## src/rtl/sar_pkg.sv

```systemverilog
// Shared definitions for the SAR converter datapath. The phase encoding
// is common to the conversion sequencer and the conversion timer so both
// blocks interpret StateP the same way.
package sar_pkg;

   // Phase code driven on StateP by the sequencer.
   typedef enum logic [1:0] {
      ST_IDLE    = 2'b00,
      ST_SAMPLE  = 2'b01,
      ST_CONVERT = 2'b10,
      ST_DONE    = 2'b11
   } sarState_t;

endpackage

```

## src/rtl/sar_rr_arbiter.sv

```systemverilog
// Round-robin request picker for the SAR sequencer. Searches the request
// vector starting at the channel after lastPtr and wrapping at the top.
// Purely combinational; the pointer register is owned by the sequencer.
module sar_rr_arbiter #(
   parameter int CHANNELS = 4,
   parameter int IDXW     = $clog2(CHANNELS)
) (
   input  logic [CHANNELS-1:0] req,
   input  logic [IDXW-1:0]     lastPtr,
   output logic [CHANNELS-1:0] grantOneHot,
   output logic [IDXW-1:0]     grantIdx,
   output logic                anyReq
);

   // Walk the channels in priority order and take the first one requesting.
   always_comb begin
      int cand;
      logic [IDXW-1:0] candIdx;
      cand        = 0;
      candIdx     = '0;
      grantOneHot = '0;
      grantIdx    = '0;
      anyReq      = 1'b0;
      for (int off = 1; off <= CHANNELS; off++) begin
         cand    = (int'(lastPtr) + off) % CHANNELS;
         candIdx = IDXW'(cand);
         if (!anyReq && req[candIdx]) begin
            anyReq               = 1'b1;
            grantOneHot[candIdx] = 1'b1;
            grantIdx             = candIdx;
         end
      end
   end

endmodule

```

## src/rtl/sar_conv_sequencer.sv

```systemverilog
// Multi-channel SAR conversion sequencer. Arbitrates round-robin between
// channel requests, runs a fixed-length sample phase, performs the MSB-first
// successive-approximation search against the external comparator and
// reports each result with a one-cycle valid pulse, an Ack to the served
// channel and Inc/Dcr trend pulses against that channel's previous result.
module sar_conv_sequencer
   import sar_pkg::*;
#(
   parameter int WIDTH         = 8,
   parameter int CHANNELS      = 4,
   parameter int SAMPLE_CYCLES = 4
) (
   input  logic                        ClockT,
   input  logic                        Reset,
   input  logic [CHANNELS-1:0]         Req,
   input  logic                        CompIn,
   output logic [WIDTH-1:0]            DacOut,
   output logic [CHANNELS-1:0]         Grant,
   output logic [1:0]                  StateP,
   output logic [CHANNELS-1:0]         Ack,
   output logic [WIDTH-1:0]            DataOut,
   output logic [$clog2(CHANNELS)-1:0] ChanOut,
   output logic                        DataValid,
   output logic                        Inc,
   output logic                        Dcr,
   output logic                        Busy
);

   localparam int IDXW = $clog2(CHANNELS);
   localparam int BITW = $clog2(WIDTH);
   localparam int CNTW = $clog2(SAMPLE_CYCLES + 1);

   sarState_t             state;
   logic [CNTW-1:0]       phaseCount;
   logic [BITW-1:0]       bitIdx;
   logic [WIDTH-1:0]      trial;
   logic [IDXW-1:0]       grantIdxReg;
   logic [IDXW-1:0]       lastPtr;
   logic [WIDTH-1:0]      hist [CHANNELS];
   logic [CHANNELS-1:0]   histValid;

   logic [CHANNELS-1:0]   arbGrant;
   logic [IDXW-1:0]       arbIdx;
   logic                  arbAny;

   logic [WIDTH-1:0]      bitMask;
   logic [WIDTH-1:0]      keptTrial;
   logic [WIDTH-1:0]      nextTrial;

   sar_rr_arbiter #(
      .CHANNELS (CHANNELS),
      .IDXW     (IDXW)
   ) arbiter (
      .req         (Req),
      .lastPtr     (lastPtr),
      .grantOneHot (arbGrant),
      .grantIdx    (arbIdx),
      .anyReq      (arbAny)
   );

   assign StateP = state;

   // Decide the fate of the bit under test and line up the next trial code.
   always_comb begin
      bitMask   = WIDTH'(1) << bitIdx;
      keptTrial = CompIn ? trial : (trial & ~bitMask);
      nextTrial = keptTrial | (bitMask >> 1);
   end

   // Conversion FSM with all outputs, pointer and history registered here.
   always_ff @(posedge ClockT) begin
      if (Reset) begin
         state       <= ST_IDLE;
         Grant       <= '0;
         Ack         <= '0;
         DacOut      <= '0;
         DataOut     <= '0;
         ChanOut     <= '0;
         DataValid   <= 1'b0;
         Inc         <= 1'b0;
         Dcr         <= 1'b0;
         Busy        <= 1'b0;
         phaseCount  <= '0;
         bitIdx      <= '0;
         trial       <= '0;
         grantIdxReg <= '0;
         lastPtr     <= IDXW'(CHANNELS - 1);
         histValid   <= '0;
         for (int i = 0; i < CHANNELS; i++) begin
            hist[i] <= '0;
         end
      end else begin
         Ack       <= '0;
         DataValid <= 1'b0;
         Inc       <= 1'b0;
         Dcr       <= 1'b0;
         case (state)
            ST_IDLE: begin
               if (arbAny) begin
                  state       <= ST_SAMPLE;
                  Grant       <= arbGrant;
                  grantIdxReg <= arbIdx;
                  phaseCount  <= '0;
                  DacOut      <= '0;
                  Busy        <= 1'b1;
               end
            end
            ST_SAMPLE: begin
               if (phaseCount == CNTW'(SAMPLE_CYCLES - 1)) begin
                  state  <= ST_CONVERT;
                  trial  <= {1'b1, {(WIDTH-1){1'b0}}};
                  DacOut <= {1'b1, {(WIDTH-1){1'b0}}};
                  bitIdx <= BITW'(WIDTH - 1);
               end else begin
                  phaseCount <= phaseCount + CNTW'(1);
               end
            end
            ST_CONVERT: begin
               if (bitIdx == '0) begin
                  state                  <= ST_DONE;
                  trial                  <= keptTrial;
                  DacOut                 <= '0;
                  DataOut                <= keptTrial;
                  ChanOut                <= grantIdxReg;
                  DataValid              <= 1'b1;
                  Ack                    <= Grant;
                  Inc                    <= histValid[grantIdxReg] && (keptTrial > hist[grantIdxReg]);
                  Dcr                    <= histValid[grantIdxReg] && (keptTrial < hist[grantIdxReg]);
                  hist[grantIdxReg]      <= keptTrial;
                  histValid[grantIdxReg] <= 1'b1;
                  lastPtr                <= grantIdxReg;
               end else begin
                  trial  <= nextTrial;
                  DacOut <= nextTrial;
                  bitIdx <= bitIdx - BITW'(1);
               end
            end
            ST_DONE: begin
               state <= ST_IDLE;
               Grant <= '0;
               Busy  <= 1'b0;
            end
            default: begin
               state <= ST_IDLE;
            end
         endcase
      end
   end

endmodule

```

## config.mk

```make
export PLATFORM = sky130hd
export DESIGN_NAME = sar_conv_sequencer
export DESIGN_NICKNAME = d
export VERILOG_FILES = /design/src/rtl/sar_pkg.sv /design/src/rtl/sar_rr_arbiter.sv /design/src/rtl/sar_conv_sequencer.sv
export SDC_FILE = /design/constraint.sdc
export NUM_CORES = 1
export LEC_CHECK = 0
export ABC_AREA = 1
export CAP_MARGIN = 20
export CORE_ASPECT_RATIO = 1.5
export CORE_MARGIN = 2
export CORE_UTILIZATION = 50
export DETAILED_ROUTE_END_ITERATION = 10
export PLACE_DENSITY = 0.81
export REMOVE_ABC_BUFFERS = 1
export SLEW_MARGIN = 15
export SYNTH_ARGS = -nofsm -noshare
export SYNTH_HDL_FRONTEND = slang
export SYNTH_SLANG_ARGS = --single-unit
```

## constraint.sdc

```tcl
create_clock -name ClockT -period 4.2 [get_ports ClockT]
set_clock_uncertainty 0.2 [all_clocks]
set_input_delay 0.84 -clock ClockT [delete_from_list [all_inputs] [get_ports ClockT]]
set_output_delay 0.84 -clock ClockT [all_outputs]
set_load 0.05 [all_outputs]
```

==> flow_metrics.tcl, run 1 <==
set metrics [dict create \
    outcome "complete, no violations" \
    gp_congestion 0.946 \
    finalWirelength_microns 9960 \
    power_frac_clock 0.242 \
    grt_use_total 0.218 \
    via_count 3655 \
    p_int_mw 1.87 \
    tightest_slew_ps 542 \
    cap_violations 0 \
    p_sw_mw 1.40 \
    ys_seq_area_frac 0.477 \
    fp.dieW_microns 80.3 \
    initial_utilization 0.516 \
    ff2ff_path_depth 8 \
    fin_nets 606 \
    seq_power_share 0.347 \
    ant_nets 0 \
    relSlewSlack 0.638 \
    postCtsHoldBufs 0 \
    avgRoutedWirePerCell_microns 14.6 \
    cts_tree "done" \
    syn_area_sq_mm 0.00437 \
    crit_start "CompIn" \
    cp.arrival_ps 2780 \
    diodes 0 \
    core_area_sq_mm 0.00846 \
    antenna_found_initial 0 \
    vdd_ir_drop_max_mv 0.381 \
    nFillCells 728 \
    power_density_mw_per_mm2 638 \
    syn_avg_cell_area_sq_um 8.18 \
    hold_path.class "register to register" \
    synth_area_leaders "dfxtp_1 (26%), edfxtp_1 (22%), nand2_1 (12%)" \
    synth_seq_cells 88 \
    fin_tns_setup_ps 0 \
    ys_warn_count 0 \
    numPortBuffers 38 \
    viasPerCell 5.35 \
    overflow 0 \
    reg2reg_slack_ps 1610 \
    clock-sinks 88 \
    drt_iter0_drc 307 \
    area_delta_synth_final_pct 17.2 \
    dr.pass1.iters 6 \
    worstSkewPairLatency_ps 350 \
    io_pins 39 \
    worstSetupEndpointType "register" \
    cts_max_path_buffers 2 \
    timing.final.hold_violations 0 \
    synth_top_cell_by_area "dfxtp_1" \
    dieArea_sq_mm 0.00951 \
    syn-instance-count 534 \
    cp-endpoint "Inc$_SDFF_PN0_" \
    cts_root_buf "clkbuf_16" \
    post_cts_buffers 0 \
    cp.required_ps 4220 \
    rsz0062_at_grt "false" \
    max_freq_mhz 363 \
    fp.dieH_microns 118 \
    critical_path_class "input port to register" \
    finalCritPeriodShare 0.655 \
    post_cts_resized 0 \
    sw_frac_of_total 0.429 \
    rows 41 \
    critPathLaunchType "input port" \
    grt_pass1_wl_microns 16100 \
    place_inst 667 \
    layout-drive-gt1-share 0.0816 \
    r2r_end "Inc$_SDFF_PN0_" \
    grt_max_degree 20 \
    leakagePower_nw 2.15 \
    hpwlAfterDp_microns 7470 \
    post-route-drc-count 0 \
    cts-buffers-inserted 9 \
    pwr-share-comb 0.411 \
    ys_types 36 \
    drv_slew 0 \
    final_cells 683 \
    h-tree-depth 3 \
    clkTransAtPathRegs_ps 60 \
    finalSetupViolCount 0 \
    synth_top_cell_area_share 0.257 \
    worstPathMaxFanout 8 \
    grt_pass1_vias 3583 \
    fin_crit_ps 2750 \
]
-- state kept, by name, indices dropped and copies added, names as in the netlist, 3 cells and up, named ones only --
register	cells
phaseCount	3
DataOut	8
bitIdx	3
trial	8
Grant	4
Ack	4
hist	32
histValid	4
DacOut	8
-- through the flow --
step / hold slack [ps] / power [mW] / cell area [sq um] / util / setup WS (ps)
2_1_floorplan: 224 / 2.10 / 4300 / - / 1780
3_3_place_gp: 239 / 2.42 / 4820 / 0.569 / 1310
3_5_place_dp: 245 / 2.47 / 4820 / 0.569 / 1210
4_1_cts: 255 / 3.26 / 5120 / 0.605 / 1520
5_1_grt: 272 / 3.46 / 5120 / 0.605 / 1350
6_report: 254 / 3.27 / 5120 / 0.605 / 1450
-- routing by layer --
metal,vias up,wire (microns),global-route usage
met5,-,0,0
met4,0,367,0.128
met3,29,305,0.0321
met2,108,5460,0.396
met1,1696,3830,0.230
li1,1822,-,-
-- synth_stat cells --
master,instances
o21ai_0,26
inv_2,3
buf_1,1
nand2_2,11
nand2_1,135
a211oi_1,1
nand4_1,5
a21oi_1,46
dfxtp_1,56
buf_6,1
ha_1,28
buf_8,1
nor2_1,58
nor2_2,5
a311oi_1,1
and3_1,1
a32o_1,6
a21oi_2,4
o22ai_1,2
o21a_1,1
or2_2,1
nand3_2,1
nor3_1,3
nand4_4,1
edfxtp_1,32
inv_1,56
buf_2,1
a21o_1,1
nor2_4,2
nand3_1,27
nand2_4,1
o21ai_1,1
nand3_4,1
xor2_1,1
a21boi_0,4
clkbuf_1,9
-- critical path, stage by stage --
cell and delay [ps]:
clkdlybuf4s50_1 530, o21ai_0 340, inv_1 140, ha_1 330
nand2_1 80, nor2_1 170, nand3_1 110, o21ai_0 190
a21oi_1 70
-- worst min-delay path by stage --
stage / from / endpoint / slack, ps / depth (start not counted)
3_3_place_gp: DataOut[6]$_SDFFE_PP0P_ / DataOut[6]$_SDFFE_PP0P_ / 240 / 2
3_5_place_dp: DacOut[3]$_SDFFE_PP0P_ / DacOut[3]$_SDFFE_PP0P_ / 250 / 2
6_report: DataOut[5]$_SDFFE_PP0P_ / DataOut[5]$_SDFFE_PP0P_ / 250 / 2
4_1_cts: DacOut[3]$_SDFFE_PP0P_ / DacOut[3]$_SDFFE_PP0P_ / 250 / 2
2_1_floorplan: histValid[3]$_SDFFE_PP0P_ / histValid[3]$_SDFFE_PP0P_ / 220 / 2
5_1_grt: DataOut[4]$_SDFFE_PP0P_ / DataOut[4]$_SDFFE_PP0P_ / 270 / 2
-- layout make-up --
class | count | area, sq um | area share
clock inverter | 6 | 47.5 | 0.00929
multi-input combinational | 374 | 1990 | 0.390
tap | 107 | 134 | 0.0262
clock buffer | 10 | 250 | 0.0489
timing repair buffer | 39 | 388 | 0.0758
inverter | 59 | 221 | 0.0433
sequential | 88 | 2080 | 0.407
-- power groups by stage --
stage                     logic, mW  clock network (mW)  registers [mW]
after CTS                      1.33               0.791            1.13
after global placement         1.28                   0            1.14
final                          1.34               0.791            1.13
after floorplan               0.826                   0            1.28
after global routing           1.48               0.826            1.15
after detailed placement       1.32                   0            1.15
-- cell usage in the layout, fill, tap and decap left out, types with 5 or more instances in the layout --
master / Yosys / layout
nand2_1: 135 / 135
nor2_1: 58 / 58
dfxtp_1: 56 / 56
inv_1: 56 / 56
a21oi_1: 46 / 46
clkdlybuf4s50_1: 0 / 38
edfxtp_1: 32 / 32
ha_1: 28 / 28
nand3_1: 27 / 27
o21ai_0: 26 / 26
nand2_2: 11 / 11
clkbuf_16: 0 / 10
a32o_1: 6 / 6
nor2_2: 5 / 5
nand4_1: 5 / 5
-- kinds of logic (layout without fill, tap and decap cells) --
kind of cell	Yosys count	after routing	synth area share
xor+xnor	1	1	0.00201
buf+inv	72	114	0.0665
simple gates	252	252	0.252
fa+ha+maj	28	28	0.0802
flops	88	88	0.477
compound gates	93	93	0.122
Note: power is estimated with default switching activity, not from simulation.
==> run 2, diff against run 1 <==
- clock period: 4.2 -> 2.8 ns (I/O delays scaled with it)
==> run 2 against run 1 <==
Net effect: sequential power is 47% higher; global-route usage grew 1.4 points; core utilization is 1.4 points higher; die area stayed put; flip-flop and latch count unchanged; hold slack lost 3.3 ps; wire length rose by 2.0%; total power rose by 54%; critical path type is now register to register.
==> flow_metrics.tcl, run 2 (synthesis gave the netlist of run 1 again) <==
set metrics [dict create \
    outcome "complete, no violations" \
    fin_crit_ps 2450 \
    post_cts_resized 0 \
    overflow 0 \
    cp.required_ps 2880 \
    grt_pass1_wl_microns 17100 \
    cap_violations 0 \
    regMostFlops "hist" \
    cp_slowest_cell "nor2_1" \
    path_buf_inv 3 \
    cp_top_family "simple AND/OR/NAND/NOR gates" \
    largest_reg_flops 32 \
    layout-drive-gt1-share 0.0988 \
    diodes 0 \
    via_count 3721 \
    drt_iter0_drc 218 \
    cts_tree "done" \
    fin_nets 617 \
    core_area_sq_mm 0.00846 \
    final_cell_mix "nand2_1 (135), nor2_1 (58), dfxtp_1 (56), inv_1 (56), a21oi_1 (46)" \
    avgRoutedWirePerCell_microns 14.6 \
    ant_nets 0 \
    fp.dieW_microns 80.3 \
    setup_ws_ps 353 \
    fin_tns_setup_ps 0 \
    rows 41 \
    worstPathMaxFanout 8 \
    cts_max_path_buffers 2 \
    io_pins 39 \
    tightest_slew_ps 526 \
    cp.arrival_ps 2520 \
    postCtsHoldBufs 0 \
    hpwlAfterDp_microns 7570 \
    h-tree-depth 3 \
    initial_utilization 0.516 \
    fp.dieH_microns 118 \
    area_delta_synth_final_pct 20.0 \
    cpMostUsedCell "inv_1" \
    antenna_found_initial 0 \
    grt_max_degree 26 \
    post_cts_buffers 0 \
    critical_path_class "register to register" \
    path_cells "inv_1 > ha_1 > inv_1 > o21ai_0 > inv_1 > nor2_1 > nand2_1 > a21oi_1" \
    max_freq_mhz 409 \
    critPathLaunchType "register" \
    leakagePower_nw 2.22 \
    timing.final.hold_violations 0 \
    finalWirelength_microns 10200 \
    numPortBuffers 38 \
    hold_path.class "register to register" \
    worstSetupEndpointType "register" \
    drv_slew 0 \
    cts_root_buf "clkbuf_16" \
    post-route-drc-count 0 \
    slowest_delay_ps 470 \
    relSlewSlack 0.648 \
    dieArea_sq_mm 0.00951 \
    cts-buffers-inserted 9 \
    final_common_cell "nand2_1" \
    dr.pass1.iters 5 \
    finalCritPeriodShare 0.874 \
    power_mw 5.04 \
    viasPerCell 5.36 \
    power_density_mw_per_mm2 962 \
    clkTransAtPathRegs_ps 60 \
    finalSetupViolCount 0 \
    worstSkewPairLatency_ps 350 \
    clock-sinks 88 \
    vdd_ir_drop_max_mv 0.608 \
    grt_use_total 0.232 \
    rsz0062_at_grt "false" \
    gp_congestion 0.923 \
    dp_slack_ps 159 \
    grt_pass1_vias 3627 \
]
## run 2: routing by layer
layer  track usage  up-vias  part of all wire
met1         0.256     1774              0.38
met5             0        -                 0
li1              -     1847                 -
met4         0.106        0             0.029
met2         0.413       78              0.56
met3        0.0511       22             0.032
## run 2: metrics by stage
step | utilization | hold slack, ps | instances | instance area [sq um]
6_report | 0.619 | 250 | 694 | 5240
5_1_grt | 0.619 | 274 | 694 | 5240
4_1_cts | 0.619 | 255 | 694 | 5240
3_5_place_dp | 0.579 | 244 | 678 | 4900
3_3_place_gp | 0.579 | 237 | 678 | 4900
2_1_floorplan | - | 224 | 521 | 4300
## run 2: path summary, 6_finish.rpt
path / start / end / slack [ps] / cells past startpoint
min reg2reg: DataOut[6]$_SDFFE_PP0P_ / DataOut[6]$_SDFFE_PP0P_ / 250 / 2
min: DataOut[6]$_SDFFE_PP0P_ / DataOut[6]$_SDFFE_PP0P_ / 250 / 2
max: StateP[0]$_SDFFE_PP0P_ / trial[5]$_SDFFE_PP0P_ / 350 / 8
max reg2reg: StateP[0]$_SDFFE_PP0P_ / trial[5]$_SDFFE_PP0P_ / 350 / 8
## run 2: area by class of cell
| class | count | area, sq um |
|---|---|---|
| clock buffer | 12 | 300 |
| timing repair buffer | 50 | 470 |
| tap | 107 | 134 |
| clock inverter | 4 | 36.3 |
| inverter | 59 | 221 |
| multi-input combinational | 374 | 1990 |
| fill | 714 | 3230 |
| sequential | 88 | 2080 |
## run 2: power by group
| group | switching [mW] | total (mW) | leakage (nW) | internal, mW |
|---|---|---|---|---|
| clock network | 0.530 | 1.31 | 0.163 | 0.775 |
| logic | 1.43 | 2.08 | 1.27 | 0.649 |
| registers | 0.148 | 1.66 | 0.786 | 1.51 |
| total | 2.11 | 5.04 | 2.22 | 2.93 |
## run 2: worst reg2reg max path, stage by stage (launching register included)
cell and delay [ps]:
dfxtp_1 360, inv_1 140, ha_1 220, inv_1 100, o21ai_0 380, inv_1 250
nor2_1 470, nand2_1 100, a21oi_1 150
==> run 3, diff against run 2 <==
- ABC_AREA: 1 -> not set
==> run 3 against run 2 <==
Net effect: sequential power fell by 5%; first-iteration DRC count rose by 3.7%; global-route usage fell by 1.3 points.
==> flow_metrics.tcl, run 3 <==
set metrics [dict create \
    synth_edf_count 32 \
    drt_iter0_drc 226 \
    io_pins 39 \
    drv_slew 0 \
    postCtsHoldBufs 0 \
    cp.required_ps 2900 \
    grt_pass1_vias 3374 \
    timing.final.hold_violations 0 \
    nFillCells 694 \
    vdd_ir_drop_max_mv 0.611 \
    finalCritPeriodShare 0.928 \
    final_cell_mix "nor2_1 (62), dfxtp_1 (56), nand2_1 (51), clkdlybuf4s50_1 (38), edfxtp_1 (32)" \
    fin_area_sq_mm 0.00522 \
    finalWirelength_microns 9640 \
    relSlewSlack 0.488 \
    syn_area_sq_mm 0.00437 \
    critical_path_class "input port to register" \
    hold_path.class "register to register" \
    rsz0062_at_grt "false" \
    fin_tns_setup_ps 0 \
    fp.dieW_microns 80.3 \
    ys_seq_area_frac 0.476 \
    synth_top_cell_by_area "dfxtp_1" \
    clock-sinks 88 \
    power_mw 4.27 \
    cap_violations 0 \
    final_common_cell "nor2_1" \
    fin_util 0.617 \
    yosysMostFrequentCell "nor2_1" \
    place_inst 584 \
    synth_ff_type "dfxtp_1" \
    rows 41 \
    syn-instance-count 439 \
    synth_area_leaders "dfxtp_1 (26%), edfxtp_1 (22%), ha_1 (8.0%)" \
    gp_congestion 0.852 \
    layout-drive-gt1-share 0.114 \
    cts-buffers-inserted 9 \
    synth_common_cells "nor2_1 (62), dfxtp_1 (56), nand2_1 (51)" \
    antenna_found_initial 0 \
    initial_utilization 0.516 \
    ys_types 52 \
    dieArea_sq_mm 0.00952 \
    post_cts_buffers 0 \
    cts_tree "done" \
    hold_depth 2 \
    syn_avg_cell_area_sq_um 9.96 \
    area_delta_synth_final_pct 19.4 \
    viasPerCell 5.61 \
    hpwlAfterDp_microns 7280 \
    setup_ws_ps 201 \
    outcome "complete, no violations" \
    worstPathMaxFanout 4 \
    post_cts_resized 0 \
    regMostFlops "hist" \
    ant_nets 0 \
    async_flop_share 0 \
    via_count 3366 \
    cts_root_buf "clkbuf_16" \
    h-tree-depth 3 \
    ff2ff_path_depth 9 \
    post-route-drc-count 0 \
    synth_top_cell_area_share 0.256 \
    ys_warn_count 0 \
    final_cells 600 \
    core_area_sq_mm 0.00846 \
    overflow 0 \
    worstSetupEndpointType "register" \
    worstSkewPairLatency_ps 350 \
    synth_seq_cells 88 \
    hold-worst-slack_ps 244 \
    cp.arrival_ps 2690 \
    fp.dieH_microns 119 \
    dr.pass1.iters 4 \
    tightest_slew_ps 763 \
    critPathLaunchType "input port" \
    fin_crit_ps 2600 \
    fin_nets 523 \
    leakagePower_nw 2.19 \
    cts_max_path_buffers 2 \
    numPortBuffers 38 \
    post_dp_cell_area_sq_mm 0.00494 \
    grt_max_degree 30 \
    max_freq_mhz 385 \
    largest_reg_flops 32 \
    finalSetupViolCount 0 \
    grt_pass1_wl_microns 16000 \
    avgRoutedWirePerCell_microns 16.1 \
    diodes 0 \
    power_density_mw_per_mm2 818 \
    dp_slack_ps -153 \
    clkTransAtPathRegs_ps 60 \
    grt_use_total 0.219 \
]
[run 3: layout make-up]
cell class              instances  area [sq um]  area share
flip-flops and latches         88          2080       0.399
multi-input cells             302          2080       0.398
repair buffers                 60           546       0.104
clock buffers                  10           239      0.0458
well taps                     107           134      0.0256
inverters                      27           101      0.0194
clock inverters                 6          42.5     0.00815
[run 3: cells by family after synthesis]
family	count (synthesis)	synth area share
adder cells (fa/ha/maj)	29	0.0827
multiplexers	20	0.0841
buffers and inverters	49	0.0487
AND/OR/NAND/NOR	170	0.180
XOR/XNOR	1	0.00200
AO/OA/AOI/OAI	82	0.126
flip-flops	88	0.476
[run 3: power by group]
| part | total [mW] | switching, mW | internal [mW] | leakage (nW) |
|---|---|---|---|---|
| clock | 1.13 | 0.503 | 0.628 | 0.135 |
| combinational | 1.55 | 0.950 | 0.605 | 1.27 |
| sequential | 1.58 | 0.121 | 1.46 | 0.785 |
| total | 4.27 | 1.57 | 2.69 | 2.19 |
[run 3: metal layers]
metal,track usage,share of wire
met5,0,0
met4,0.103,0.029
met3,0.0527,0.045
met2,0.381,0.54
met1,0.247,0.38
[run 3: final timing paths]
kind                           startpoint                 endpoint  slack (ps)
setup / recovery                   CompIn           Dcr$_SDFF_PN0_         200
setup reg to reg                 register           Dcr$_SDFF_PN0_         230
hold / removal    DataOut[7]$_SDFFE_PP0P_  DataOut[7]$_SDFFE_PP0P_         240
hold reg to reg   DataOut[7]$_SDFFE_PP0P_  DataOut[7]$_SDFFE_PP0P_         240
[run 3: critical path, stage by stage]
cell and delay, ps:
clkdlybuf4s50_1 540, nor2b_1 80, a21boi_0 300, ha_1 310, a21o_1 160, a21o_1 170, a211oi_1 240, o21a_1 190
and3_1 150
